[config.mk]
export PLATFORM = sky130hd
export DESIGN_NAME = mem_byte_bridge
export DESIGN_NICKNAME = d
export VERILOG_FILES = /design/src/rtl/mem_pkg.sv /design/src/rtl/load_extend.sv /design/src/rtl/mem_byte_bridge.sv
export SDC_FILE = /design/constraint.sdc
export NUM_CORES = 1
export LEC_CHECK = 0
export CAP_MARGIN = 5
export CELL_PAD_IN_SITES_DETAIL_PLACEMENT = 1
export CELL_PAD_IN_SITES_GLOBAL_PLACEMENT = 2
export CORE_MARGIN = 2
export CORE_UTILIZATION = 31
export DETAILED_ROUTE_END_ITERATION = 16
export GPL_ROUTABILITY_DRIVEN = 0
export PLACE_DENSITY = 0.78
export SETUP_SLACK_MARGIN = 0.15
export SYNTH_ARGS = -nofsm -noshare
export SYNTH_HDL_FRONTEND = slang
export SYNTH_SLANG_ARGS = --single-unit
export TNS_END_PERCENT = 30
[constraint.sdc]
create_clock -name clk -period 4.3 [get_ports clk]
set_clock_uncertainty 0.1 [all_clocks]
set_input_delay 0.645 -clock clk [delete_from_list [all_inputs] [get_ports clk]]
set_output_delay 0.645 -clock clk [all_outputs]
set_load 0.03 [all_outputs]
[src/rtl/mem_pkg.sv]
// Shared definitions for the byte-serial memory bridge and the decoder that
// drives it: size encodings, bridge state type and request helper functions.
package mem_pkg;

    localparam logic [1:0] SZ_BYTE = 2'h0;
    localparam logic [1:0] SZ_HALF = 2'h1;
    localparam logic [1:0] SZ_WORD = 2'h2;
    localparam logic [1:0] SZ_RSVD = 2'h3;

    typedef enum logic [1:0] {
        IDLE   = 2'd0,
        ACCESS = 2'd1,
        FINISH = 2'd2
    } state_e;

    // Number of byte transfers for a size code; 0 for the reserved code.
    function automatic logic [2:0] byte_count(input logic [1:0] size);
        logic [2:0] n;
        case (size)
            SZ_BYTE: n = 3'd1;
            SZ_HALF: n = 3'd2;
            SZ_WORD: n = 3'd4;
            default: n = 3'd0;
        endcase
        return n;
    endfunction

    // A request is rejected for the reserved size or a misaligned address.
    function automatic logic req_illegal(input logic [1:0] size, input logic [1:0] adr_lo);
        logic bad;
        case (size)
            SZ_BYTE: bad = 1'b0;
            SZ_HALF: bad = adr_lo[0];
            SZ_WORD: bad = (adr_lo != 2'b00);
            default: bad = 1'b1;
        endcase
        return bad;
    endfunction

endpackage

[src/rtl/load_extend.sv]
// Combinational load formatter: takes the little-endian assembled bytes and
// produces the zero- or sign-extended 32-bit load value for the access size.
module load_extend
    import mem_pkg::*;
(
    input  logic [3:0][7:0] bytes_in,
    input  logic [1:0]      size,
    input  logic            load_signed,
    output logic [31:0]     value
);

    // Select width and extension from the size code; word passes straight through.
    always_comb begin
        value = {bytes_in[3], bytes_in[2], bytes_in[1], bytes_in[0]};
        case (size)
            SZ_BYTE: value = {{24{load_signed & bytes_in[0][7]}}, bytes_in[0]};
            SZ_HALF: value = {{16{load_signed & bytes_in[1][7]}}, bytes_in[1], bytes_in[0]};
            default: value = {bytes_in[3], bytes_in[2], bytes_in[1], bytes_in[0]};
        endcase
    end

endmodule

[src/rtl/mem_byte_bridge.sv]
// Responder for the core's memory request: runs each load/store as a burst of
// byte transfers on an 8-bit req/ack bus, keeping busy high so the core stalls.
// Bus handshake: bus_req rises on the edge after an accepted start and stays
// high for every byte of the request; a byte completes on any edge where
// bus_ack is high while bus_req is high, and address/data move to the next
// byte only on that edge. bus_ack with bus_req low is ignored.
module mem_byte_bridge
    import mem_pkg::*;
#(
    parameter int ADDR_W  = 32,
    parameter int TIMEOUT = 255
) (
    input  logic              clk,
    input  logic              reset,
    input  logic              start,
    input  logic              MemW,
    input  logic [2:0]        memSelect,
    input  logic [ADDR_W-1:0] Adr,
    input  logic [31:0]       WriteData,
    output logic [31:0]       ReadData,
    output logic              busy,
    output logic              done,
    output logic              err,
    output logic              bus_req,
    output logic              bus_we,
    output logic [ADDR_W-1:0] bus_addr,
    output logic [7:0]        bus_wdata,
    input  logic [7:0]        bus_rdata,
    input  logic              bus_ack
);

    // Wait counter only has to reach TIMEOUT-1; it stays at zero when disabled.
    localparam int CW = (TIMEOUT < 2) ? 1 : $clog2(TIMEOUT);
    localparam logic [CW-1:0] WAIT_LAST = CW'((TIMEOUT == 0) ? 0 : TIMEOUT - 1);

    state_e            state_q, state_d;
    logic              we_q, we_d;
    logic [1:0]        size_q, size_d;
    logic              signed_q, signed_d;
    logic [ADDR_W-1:0] adr_q, adr_d;
    logic [3:0][7:0]   wdata_q, wdata_d;
    logic [2:0]        cnt_q, cnt_d;
    logic [1:0]        idx_q, idx_d;
    logic [CW-1:0]     wait_q, wait_d;
    logic [3:0][7:0]   asm_q, asm_d;
    logic [31:0]       rdata_q, rdata_d;
    logic              busy_q, busy_d;
    logic              done_q, done_d;
    logic              err_q, err_d;
    logic              req_q, req_d;
    logic              bwe_q, bwe_d;
    logic [ADDR_W-1:0] baddr_q, baddr_d;
    logic [7:0]        bwdata_q, bwdata_d;

    logic [3:0][7:0]   asm_next;
    logic [1:0]        idx_next;
    logic              last_byte;
    logic [31:0]       load_value;

    // Final load value includes the byte arriving on the completing edge.
    load_extend u_load_extend (
        .bytes_in    (asm_next),
        .size        (size_q),
        .load_signed (signed_q),
        .value       (load_value)
    );

    // Next-state and next-output computation for the transfer sequencer.
    always_comb begin
        state_d  = state_q;
        we_d     = we_q;
        size_d   = size_q;
        signed_d = signed_q;
        adr_d    = adr_q;
        wdata_d  = wdata_q;
        cnt_d    = cnt_q;
        idx_d    = idx_q;
        wait_d   = wait_q;
        asm_d    = asm_q;
        rdata_d  = rdata_q;
        busy_d   = busy_q;
        done_d   = 1'b0;
        err_d    = 1'b0;
        req_d    = req_q;
        bwe_d    = bwe_q;
        baddr_d  = baddr_q;
        bwdata_d = bwdata_q;

        asm_next           = asm_q;
        asm_next[idx_q]    = bus_rdata;
        idx_next           = idx_q + 2'd1;
        last_byte          = (({1'b0, idx_q} + 3'd1) == cnt_q);

        case (state_q)
            IDLE: begin
                if (start) begin
                    we_d     = MemW;
                    size_d   = memSelect[1:0];
                    signed_d = memSelect[2];
                    adr_d    = Adr;
                    wdata_d  = MemW ? WriteData : 32'h0;
                    cnt_d    = byte_count(memSelect[1:0]);
                    idx_d    = 2'd0;
                    wait_d   = '0;
                    asm_d    = '0;
                    if (req_illegal(memSelect[1:0], Adr[1:0])) begin
                        state_d = FINISH;
                        done_d  = 1'b1;
                        err_d   = 1'b1;
                        busy_d  = 1'b0;
                    end else begin
                        state_d  = ACCESS;
                        busy_d   = 1'b1;
                        req_d    = 1'b1;
                        bwe_d    = MemW;
                        baddr_d  = Adr;
                        bwdata_d = MemW ? WriteData[7:0] : 8'h0;
                    end
                end
            end
            ACCESS: begin
                if (bus_ack) begin
                    asm_d  = asm_next;
                    wait_d = '0;
                    if (last_byte) begin
                        state_d  = FINISH;
                        done_d   = 1'b1;
                        busy_d   = 1'b0;
                        req_d    = 1'b0;
                        bwe_d    = 1'b0;
                        baddr_d  = '0;
                        bwdata_d = 8'h0;
                        if (!we_q) begin
                            rdata_d = load_value;
                        end
                    end else begin
                        idx_d    = idx_next;
                        baddr_d  = adr_q + ADDR_W'(idx_next);
                        bwdata_d = we_q ? wdata_q[idx_next] : 8'h0;
                    end
                end else if (TIMEOUT != 0 && wait_q == WAIT_LAST) begin
                    state_d  = FINISH;
                    done_d   = 1'b1;
                    err_d    = 1'b1;
                    busy_d   = 1'b0;
                    req_d    = 1'b0;
                    bwe_d    = 1'b0;
                    baddr_d  = '0;
                    bwdata_d = 8'h0;
                end else if (TIMEOUT != 0) begin
                    wait_d = wait_q + CW'(1);
                end
            end
            FINISH: begin
                state_d = IDLE;
            end
            default: begin
                state_d = IDLE;
            end
        endcase
    end

    // Register state, captured request and all outputs; reset aborts any transfer.
    always_ff @(posedge clk) begin
        if (reset) begin
            state_q  <= IDLE;
            we_q     <= 1'b0;
            size_q   <= 2'h0;
            signed_q <= 1'b0;
            adr_q    <= '0;
            wdata_q  <= '0;
            cnt_q    <= 3'd0;
            idx_q    <= 2'd0;
            wait_q   <= '0;
            asm_q    <= '0;
            rdata_q  <= 32'h0;
            busy_q   <= 1'b0;
            done_q   <= 1'b0;
            err_q    <= 1'b0;
            req_q    <= 1'b0;
            bwe_q    <= 1'b0;
            baddr_q  <= '0;
            bwdata_q <= 8'h0;
        end else begin
            state_q  <= state_d;
            we_q     <= we_d;
            size_q   <= size_d;
            signed_q <= signed_d;
            adr_q    <= adr_d;
            wdata_q  <= wdata_d;
            cnt_q    <= cnt_d;
            idx_q    <= idx_d;
            wait_q   <= wait_d;
            asm_q    <= asm_d;
            rdata_q  <= rdata_d;
            busy_q   <= busy_d;
            done_q   <= done_d;
            err_q    <= err_d;
            req_q    <= req_d;
            bwe_q    <= bwe_d;
            baddr_q  <= baddr_d;
            bwdata_q <= bwdata_d;
        end
    end

    assign ReadData  = rdata_q;
    assign busy      = busy_q;
    assign done      = done_q;
    assign err       = err_q;
    assign bus_req   = req_q;
    assign bus_we    = bwe_q;
    assign bus_addr  = baddr_q;
    assign bus_wdata = bwdata_q;

endmodule

==> impl_metrics.py <==
metrics = {
    "outcome": {
        "outcome": "completed",
    },
    "pwr": {
        "p_comb_share_pct": 16.9,
        "cellPowerDensity_nw_per_um2": 378,
        "power_frac_clock_pct": 36.7,
        "pwr-share-seq_pct": 46.4,
        "p_sw_mw": 1.29,
        "power.leakage_nw": 3.86,
        "ir_worst_vdd_mv": 0.254,
        "swShare_pct": 30.6,
        "finalPower_mw": 4.22,
        "p_int_mw": 2.93,
    },
    "synthesis": {
        "syn_avg_cell_area_um2": 8.26,
        "muxShareOfSynthArea_pct": 6.39,
        "yosysWarningCount": 0,
        "ys_seq_area_share_pct": 43.8,
        "synthFlopType": "dfxtp_1",
        "synthSimpleGateAreaFrac_pct": 20.0,
        "synth_compound_area_share_pct": 21.4,
        "synth_fa_ha_area_share_pct": 1.37,
        "synth_top_family_by_area": "compound AO/OA/AOI/OAI gates",
        "synth-seq-cells": 192,
        "synth_area_leaders": "dfxtp_1, a21oi_1, nand2_1, o21ai_0, nor2_1",
        "synthXorXnorAreaFrac_pct": 2.20,
        "synth_fp_nets": 1151,
        "async_flop_share_pct": 0,
        "synth_edf_count": 0,
        "syn_area_um2": 8770,
        "synth_top_cell_by_area": "dfxtp_1",
        "syn_inst": 1062,
        "synth.distinct_cells": 64,
        "synth_top_area_share_pct": 43.8,
    },
    "setup_path": {
        "cp-end-kind": "register",
        "cpPeakStageDelay_ns": 0.68,
        "r2r-start": "idx_q[1]",
        "rr_worst_depth": 10,
        "cp_slowest_cell": "or4_4",
        "crit_start": "idx_q[1]",
        "crit_chain": "inv_1 -> ha_1 -> buf_4 -> inv_1 -> fa_1 -> nand4b_4 -> or4_4 -> nor3_2 -> o221ai_1 -> o221a_2",
        "arrival_ns": 3.51,
        "critical_path_buf_inv_count": 3,
        "crit_path_start_kind": "register",
        "reg2reg_slack_ns": 1.00,
        "critPathTopFamily": "simple AND/OR/NAND/NOR gates",
        "cp_data_required_time_ns": 4.52,
        "path_common_cell": "inv_1",
        "crit_fanout": 14,
        "path_class": "register to register",
        "r2r-end": "bus_addr[28]",
    },
    "die": {
        "rows": 61,
        "die-area_um2": 29700,
        "coreArea_um2": 27900,
        "dieHeight_um": 172,
        "die_x_um": 172,
        "pin_count": 157,
        "initial_utilization_pct": 31.5,
    },
    "finish": {
        "nets": 1254,
        "diodes": 0,
        "layout-drive-gt1-share_pct": 8.15,
        "fillers": 3267,
        "syn_to_final_growth_pct": 27.3,
    },
    "timing": {
        "tightest_slew_ns": 0.827,
        "rsz0062_at_grt": "false",
        "fmax_mhz": 303,
        "hold_viol": 0,
        "slew_viol_final": 0,
        "min_period_ns": 3.30,
        "fin_ws_ns": 1.00,
        "min_period_over_period_pct": 76.7,
        "relSlewSlack_pct": 44.4,
        "setup_viol": 0,
        "final.setup.tns_ns": 0,
    },
    "clock_network": {
        "cts_hold_buf": 0,
        "cts_buffers": 17,
        "clkTransAtPathRegs_ns": 0.08,
        "cts_num_sinks": 192,
        "htreeDepth": 4,
        "cts_buffer_depth": 2,
        "cts_tree": "yes",
        "clkLatencyLatePin_ns": 0.43,
        "post-cts-setup-buffers": 0,
        "ctsResizeCount": 0,
        "cts_root_buf": "clkbuf_16",
    },
    "drt": {
        "avgRoutedWirePerCell_um": 18.0,
        "drt-total-wl_um": 28000,
        "via_per_inst": 5.19,
        "num_vias": 8074,
        "ant_nets": 0,
        "firstDrtPassIters": 5,
        "drt_iter0_markers": 450,
        "drc_errors": 0,
    },
    "min_path": {
        "whs_path_depth": 2,
        "min_to": "wdata_q[22]",
        "min_path_type": "register to register",
        "worstHoldStart": "wdata_q[22]",
    },
    "global_routing": {
        "grt_pass1_vias": 8244,
        "grt_overflow": 0,
        "antenna_found_initial": 0,
        "grt_pass1_wl_um": 45300,
        "grtUsageTotal_pct": 19.4,
        "grt_max_degree": 73,
    },
    "placement": {
        "place.port_buffers": 156,
        "hpwl_um": 19100,
        "dp_slack_ns": 1.03,
    },
    "run": {
        "max-cap-violations": 0,
    },
}
[flip-flops by register name, indices dropped and copies added (netlist names), 2 cells and up]
name       flops
ReadData      32
adr_q         32
asm_q         32
bus_addr      32
wdata_q       32
bus_wdata      8
wait_q         8
cnt_q          3
idx_q          2
size_q         2
state_q        2
[worst max path at each step]
stage                         endpoint  slack [ns]  cells past startpoint
final                     bus_addr[28]        1.00                     10
after global routing      ReadData[29]        0.83                      8
after CTS                 bus_addr[28]         1.0                     10
after detailed placement  bus_addr[28]        1.03                     10
after global placement    bus_addr[28]        1.10                     10
after floorplan           bus_addr[18]        0.32                     13
[Yosys cell counts (all sizes together), types with 2 or more instances]
library cell  count
a211oi           12
a21oi           159
a221oi           14
a22oi            23
a31oi             9
and2              5
and3              3
and4              4
buf              17
clkbuf           73
dfxtp           192
ha                8
inv              14
mux2             16
mux2i            20
mux4              8
nand2           144
nand2b           11
nand3            54
nand3b            3
nand4             7
nor2             77
nor3             35
nor3b             2
nor4             13
o21a              3
o21ai            75
o22ai             2
o311a             3
o31a              9
or2               2
or3               2
or4               3
xnor2             8
xor2             14
[placed cells by master, fill, tap and decap left out, types with 3 or more instances in the layout]
master / count
a21oi_1: 159
nor4_1: 10
mux2i_1: 20
o311a_1: 3
nand2_1: 144
inv_1: 14
dfxtp_1: 192
clkinv_4: 3
nand3b_1: 3
inv_6: 5
a221oi_1: 13
and4_1: 4
nand2b_1: 10
xnor2_1: 8
clkbuf_16: 17
buf_4: 19
o21ai_0: 67
mux2_2: 16
inv_8: 3
o31a_1: 9
clkdlybuf4s50_1: 155
nor4_2: 3
nor2_1: 77
xor2_1: 14
and2_1: 5
nand3_1: 53
nor3_1: 32
mux4_2: 8
a31oi_1: 8
nand4_1: 6
a22oi_1: 23
ha_1: 8
a211oi_1: 11
o21a_1: 3
and3_1: 3
o21ai_1: 8
[tightest hold or removal path, delay by kind of cell, from the launching register on]
family,cells,cell delay (ns)
flops,1,0.31
simple gates,1,0.05
compound gates,1,0.05
[power by group through the flow]
stage / sequential (mW) / combinational, mW / clock [mW]
5_1_grt: 1.97 / 0.777 / 1.66
4_1_cts: 1.96 / 0.719 / 1.59
3_5_place_dp: 2.00 / 0.717 / 0
3_3_place_gp: 2.00 / 0.707 / 0
6_report: 1.96 / 0.711 / 1.55
2_1_floorplan: 2.07 / 0.317 / 0
[layout make-up]
| type | instances | area (µm²) | area share, % |
|---|---|---|---|
| repair buffers | 174 | 1690 | 15.2 |
| inverters | 15 | 56.3 | 0.504 |
| clock inverters | 14 | 121 | 1.09 |
| clock buffers | 18 | 439 | 3.93 |
| multi-input cells | 765 | 4540 | 40.6 |
| flip-flops and latches | 192 | 3840 | 34.4 |
| well taps | 378 | 473 | 4.24 |
[stage by stage]
step	hold slack, ns	std cells	area [µm²]	utilization (%)
finish	0.354	1556	11200	40.1
detailed placement	0.346	1524	10600	38.1
floorplan	0.329	1062	8770	-
global route	0.374	1556	11200	40.1
global placement	0.337	1524	10600	38.1
CTS	0.359	1556	11200	40.1
[metal layers]
layer / part of all wire (%) / vias up / GRT usage [%] / routed length, µm
met5: 0 / - / 0 / 0
met4: 0.80 / 0 / 3.69 / 223
met3: 4.0 / 13 / 3.62 / 1110
met2: 46 / 154 / 31.5 / 12900
met1: 49 / 3923 / 26.9 / 13800
li1: - / 3984 / - / -
[cell families (layout without fill, tap and decap cells)]
family	Yosys count	after routing
AO/OA/AOI/OAI	320	320
XOR/XNOR	22	22
adder cells (fa/ha/maj)	9	9
buffers and inverters	105	221
flip-flops	192	192
multiplexers	44	44
AND/OR/NAND/NOR	370	370
(Power assumes the default switching activity.)
